`config.mk`:
```
export PLATFORM = sky130hd
export DESIGN_NAME = ecc_io_framer
export DESIGN_NICKNAME = d
export VERILOG_FILES = /design/src/rtl/ecc_io_framer.sv
export SDC_FILE = /design/constraint.sdc
export NUM_CORES = 2
export LEC_CHECK = 0
export BUFFER_PORTS_ARGS = -buffer_cell sky130_fd_sc_hd__buf_4
export CAP_MARGIN = 30
export CORE_AREA = 2 2 453 455
export DETAILED_ROUTE_END_ITERATION = 8
export DIE_AREA = 0 0 455 457
export GPL_TIMING_DRIVEN = 0
export HOLD_SLACK_MARGIN = 0.08
export PLACE_DENSITY = 0.41
export SETUP_SLACK_MARGIN = 0.15
export SYNTH_ARGS = -nofsm -noshare
export SYNTH_HDL_FRONTEND = slang
export SYNTH_SLANG_ARGS = --single-unit
```
`constraint.sdc`:
```
create_clock -name i_clk -period 2.1 [get_ports i_clk]
set_input_delay 0.42 -clock i_clk [delete_from_list [all_inputs] [get_ports i_clk]]
set_output_delay 0.42 -clock i_clk [all_outputs]
set_load 0.01 [all_outputs]
```
`src/rtl/ecc_io_framer.sv`:
```
// Stream framer: packs host words into core operands, pulses start, then streams the result back.
// Define FRAMER_OVERLAP_EN to load the next job while the current result drains.
module ecc_io_framer #(
    parameter int unsigned DATA_W    = 64,
    parameter int unsigned OP_W      = 256,
    parameter int unsigned N_IN_OPS  = 3,
    parameter int unsigned N_OUT_OPS = 1
) (
    input  logic                      i_clk,
    input  logic                      i_rst,
    input  logic                      i_in_valid,
    output logic                      o_in_ready,
    input  logic [DATA_W-1:0]         i_in_data,
    output logic                      o_out_valid,
    input  logic                      i_out_ready,
    output logic [DATA_W-1:0]         o_out_data,
    output logic                      o_core_start,
    output logic [N_IN_OPS*OP_W-1:0]  o_core_operands,
    input  logic                      i_core_done,
    input  logic [N_OUT_OPS*OP_W-1:0] i_core_result,
    output logic                      o_busy
);

    localparam int unsigned WORDS     = OP_W / DATA_W;
    localparam int unsigned IN_WORDS  = N_IN_OPS * WORDS;
    localparam int unsigned OUT_WORDS = N_OUT_OPS * WORDS;
    localparam int unsigned IN_CW     = (IN_WORDS > 1) ? $clog2(IN_WORDS) : 1;
    localparam int unsigned OUT_CW    = (OUT_WORDS > 1) ? $clog2(OUT_WORDS) : 1;

`ifdef FRAMER_OVERLAP_EN
    localparam bit OverlapEn = 1'b1;
`else
    localparam bit OverlapEn = 1'b0;
`endif

    typedef enum logic [1:0] {StLoad, StStart, StBusy, StDrain} state_e;

    state_e                          state_q, state_d;
    logic [IN_CW-1:0]                in_cnt_q, in_cnt_d;
    logic [OUT_CW-1:0]               out_cnt_q, out_cnt_d;
    logic                            pend_q, pend_d;
    logic [IN_WORDS-1:0][DATA_W-1:0] op_q;
    logic [OUT_WORDS-1:0][DATA_W-1:0] res_q;

    logic             in_fire, out_fire, in_last, out_last, res_we;
    logic [IN_CW-1:0] in_idx;
    logic [OUT_CW-1:0] out_idx;

    // Word 0 of the stream lands in the most significant slot.
    assign in_idx   = IN_CW'(IN_WORDS - 1) - in_cnt_q;
    assign out_idx  = OUT_CW'(OUT_WORDS - 1) - out_cnt_q;
    assign in_last  = (in_cnt_q == IN_CW'(IN_WORDS - 1));
    assign out_last = (out_cnt_q == OUT_CW'(OUT_WORDS - 1));
    assign in_fire  = i_in_valid && o_in_ready;
    assign out_fire = o_out_valid && i_out_ready;

    always_comb begin
        o_in_ready   = 1'b0;
        o_out_valid  = 1'b0;
        o_core_start = 1'b0;
        o_busy       = 1'b1;
        o_out_data   = '0;
        case (state_q)
            StLoad: begin
                o_in_ready = 1'b1;
                o_busy     = 1'b0;
            end
            StStart: o_core_start = 1'b1;
            StDrain: begin
                // A fully loaded next job blocks input until it has been started.
                o_in_ready  = OverlapEn && !pend_q;
                o_out_valid = 1'b1;
                o_out_data  = res_q[out_idx];
            end
            default: ;
        endcase
    end

    assign o_core_operands = op_q;

    always_comb begin
        state_d   = state_q;
        in_cnt_d  = in_cnt_q;
        out_cnt_d = out_cnt_q;
        pend_d    = pend_q;
        res_we    = 1'b0;
        if (in_fire) begin
            in_cnt_d = in_last ? '0 : in_cnt_q + 1'b1;
        end
        case (state_q)
            StLoad: begin
                if (in_fire && in_last) state_d = StStart;
            end
            StStart: begin
                pend_d  = 1'b0;
                state_d = StBusy;
            end
            StBusy: begin
                if (i_core_done) begin
                    res_we    = 1'b1;
                    out_cnt_d = '0;
                    state_d   = StDrain;
                end
            end
            StDrain: begin
                if (in_fire && in_last) pend_d = 1'b1;
                if (out_fire) begin
                    if (out_last) begin
                        out_cnt_d = '0;
                        state_d   = (pend_q || (in_fire && in_last)) ? StStart : StLoad;
                    end else begin
                        out_cnt_d = out_cnt_q + 1'b1;
                    end
                end
            end
            default: state_d = StLoad;
        endcase
    end

    always_ff @(posedge i_clk) begin
        if (i_rst) begin
            state_q   <= StLoad;
            in_cnt_q  <= '0;
            out_cnt_q <= '0;
            pend_q    <= 1'b0;
            op_q      <= '0;
            res_q     <= '0;
        end else begin
            state_q   <= state_d;
            in_cnt_q  <= in_cnt_d;
            out_cnt_q <= out_cnt_d;
            pend_q    <= pend_d;
            if (in_fire) op_q[in_idx] <= i_in_data;
            if (res_we) res_q <= i_core_result;
        end
    end

endmodule

```
==> summary.md <==
| Metric | Value |
|---|---|
| Vias in the first global route | `38991` |
| Via total after detailed routing | `40714` |
| Peak VDD IR | `a little under 700 uV` |
| Min Tclk post-route | `about 2800 ps` |
| DRC violations left | `0` |
| Routed length per instance | `~26 um` |
| Power density relative to cell area | `a little over 700 nW/um2` |
| Number of clock sinks | `~1000` |
| Pre-CTS setup slack | `-1310 ps` |
| Cell seen most often among critical-path stages | `buf_12` |
| Post-Syn Instances | `about 4700` |
| Post-route clock skew | `between 40 and 50 ps` |
| Worst endpoint required time | `between 1500 and 2000 ps` |
| Reg-to-reg setup timing slack | `-270 ps` |
| Count of cells along the worst register-to-register path | `16` |
| Share of final-layout standard cells stronger than drive strength 1 | `between 30% and 40%` |
| Max stage delay on crit path | `roughly 600 ps` |
| Element type at the critical path start | `flop` |
| Count of filler cells inserted in the layout | `about 22000` |
| Outcome | `complete, but fails checks` |
| Starting DRT DRC Count | `approximately 2500` |
| Start-to-end type of the worst setup path | `flop to primary output` |
| Setup slack after layout | `-700 ps` |
| Critical-path maximum fanout | `8` |
| Top-level I/O count | `between 1000 and 1500` |
| Total Routing Usage GR | `between 20% and 30%` |
| Initial core utilization | `~19%` |
| Minimum hold slack | `~220 ps` |
| Cell type contributing the most total cell area after synthesis | `dfxtp_1` |
| Clock root buffer | `clkbuf_16` |
| Max-cap violation count | `0` |
| WL final | `approximately 240 mm` |
| Initial DRT Pass Iterations | `6` |
| Post-synth EDFFs | `0` |
| Total nets after synthesis | `a little over 5000` |
| Fmax achieved | `0.357 GHz` |
| Class of the tightest hold or removal check | `primary input to flop` |
| Final Cycle Share | `133%` |
| Transition time of the tightest slew-check pin | `roughly 1100 ps` |
| Number of unique standard cell types used by synthesis | `29` |
| Share of the yosys chip area belonging to registers | `between 50% and 60%` |
| Crit path cell chain | `buf_12 > buf_12 > mux4_2 > and2_4 > buf_6` |
| Estimated wirelength of the detail-placed design | `between 150 and 200 mm` |
| Clock latency at the later pin of the worst-skew pair | `between 700 and 800 ps` |
| Instance count along the most critical hold path | `5` |
| Layout Cell Area excl Fill | `~64000 um2` |
| Synth Cell Area | `~38000 um2` |
| Y dimension of the die | `457 um` |
| Mean Syn Cell Area | `about 8 um2` |
| RSZ-0062 raised after global routing | `yes` |
| LEAKAGE | `roughly 24 nW` |
| Setup violation total in the final timing report | `around 770` |
| Worst EP arrival | `approximately 2400 ps` |
| Count of buffers from port buffering | `about 1200` |
| Violated checks | `negative setup slack` |
| Fin Setup TNS | `-150340 ps` |
| Number of antenna violations at the first check in global routing | `28` |
| Worst slew margin | `around 27%` |
| Synth area leaders | `dfxtp_1, nand2_1, a21oi_1` |
| Number of buffers on the longest clock path | `3` |
| Hold violation count in the final report | `0` |
| GRT overflow | `0` |
| Core Footprint | `203000 um2` |
| Detail Route Antenna Nets | `0` |
| Largest net degree at the start of global routing | `19` |
| CTS tree | `yes` |
| Most used flip-flop cell after synthesis | `dfxtp_1` |
| Max Transition Viols Final | `0` |
| Most instantiated cells after synthesis | `nand2_1, dfxtp_1, a21oi_1, clkbuf_1, buf_2` |
| Relative area change from synthesis to final layout | `69.5%` |
| Share of synthesized flip-flops with an asynchronous set or reset | `0%` |
| Clock transition at the register clock pins on the worst setup and hold paths after CTS | `roughly 60 ps` |
| Most used standard cell by instance count after synthesis | `nand2_1` |
| Die ar. | `~210000 um2` |
| Final core area utilization | `31.4%` |
| Routability-driven placement congestion ratio | `0.879` |
| First-pass GRT wire length | `320 mm` |
| Flip-flop and latch count after synthesis | `approximately 1000` |
| Share of the synthesized area in the top cell type | `roughly 55%` |
| Slowest cell on the critical path | `mux4_2` |
| Number of rows in the core area | `approximately 170` |
| Dpl cell area | `between 50000 and 60000 um2` |
| Number of nets in the layout | `6924` |
| TritonCTS Buffers | `approximately 120` |
| Detail-routed via count per cell | `4.33` |
| Crit end category | `primary output` |
| H-tree depth | `3` |
| Synth warn | `0` |
| Die extent in x | `~460 um` |
worst max-delay path: cells and delay by family, from the launching register on:
kind,cells,cell delay (ps)
multiplexers,1,590
buffers and inverters,3,430
flip-flops,1,370
AND/OR/NAND/NOR,1,200
routing by layer:
metal	vias to the layer above	part of all wire, %	GRT usage, %
met5	-	0.010	0
met4	4	4.8	9.88
met3	342	6.4	4.65
met2	1448	50	39.6
met1	19822	39	25.0
li1	19098	-	-
stage by stage:
stage          instances  power (mW)
2_1_floorplan       4730        21.3
3_3_place_gp        8577        23.3
3_5_place_dp        8624        23.5
4_1_cts             9312        46.4
5_1_grt             9390        47.5
6_report            9396        46.1
kinds of logic after synthesis:
family	count (synthesis)	synth area share, %
AND/OR/NAND/NOR	2167	22.4
AO/OA/AOI/OAI	1034	13.8
flip-flops	1033	54.9
buffers and inverters	418	4.68
multiplexers	66	3.88
adder cells (fa/ha/maj)	10	0.332
XOR/XNOR	2	0.0465
power breakdown:
part           switching [mW]  internal [mW]
clock network            9.34           12.6
logic                    2.37           1.84
registers               0.141           19.8
total                    11.8           34.3
layout make-up:
cell class,instances,area (um2),area share (%)
inverter,7,33.8,0.0529
antenna,18,45.0,0.0705
timing repair buffer,1738,16300,25.5
tap,2688,3360,5.26
clock buffer,182,3530,5.52
multi-input combinational,3279,16300,25.5
clock inverter,42,562,0.879
sequential,1033,20700,32.4
buffer,409,3120,4.89
flip-flops by register name, summed over array words and instances, names as in the netlist:
| register | cells |
|---|---|
| o_core_operands | 768 |
| res_q | 256 |
| in_cnt_q | 4 |
| out_cnt_q | 2 |
| state_q | 2 |
| pend_q | 1 |
worst paths after layout:
kind | startpoint | end
worst min-delay path | i_in_valid | in_cnt_q[2]$_SDFFE_PP0P_
worst max-delay path | out_cnt_q[0]$_SDFFE_PP0P_ | o_out_data[57]
worst max register to register | state_q[0]$_SDFFE_PP0P_ | o_core_operands[100]$_SDFFE_PP0P_
worst min register to register | res_q[1]$_SDFFE_PP0P_ | res_q[1]$_SDFFE_PP0P_
layout by cell type, fill, tap and decap left out, types with 51 or more instances in the layout:
cell           Yosys  layout
a21oi_1         1029     921
a21oi_2            0     108
and2_4             0      51
buf_12             0      78
buf_4              4    1176
buf_6              0     126
buf_8              0      99
clkbuf_1         257     220
clkbuf_16          0     150
dfxtp_1         1033    1027
dlygate4sd3_1      0     323
mux4_2            64      64
nand2_1         2054    1989
nand2_2            0      53
timing repair:
action | 4_1_cts | 5_1_grt
endpoints found under the hold margin | 397 | 0
endpoints found under the setup margin | 1102 | 1102
pin swaps | 65 | 96
hold buffers | 323 | 0
resized for setup | 537 | 443
setup buffers | 122 | 39
cloned | 21 | 23
Power figures use the tool's default switching activity.
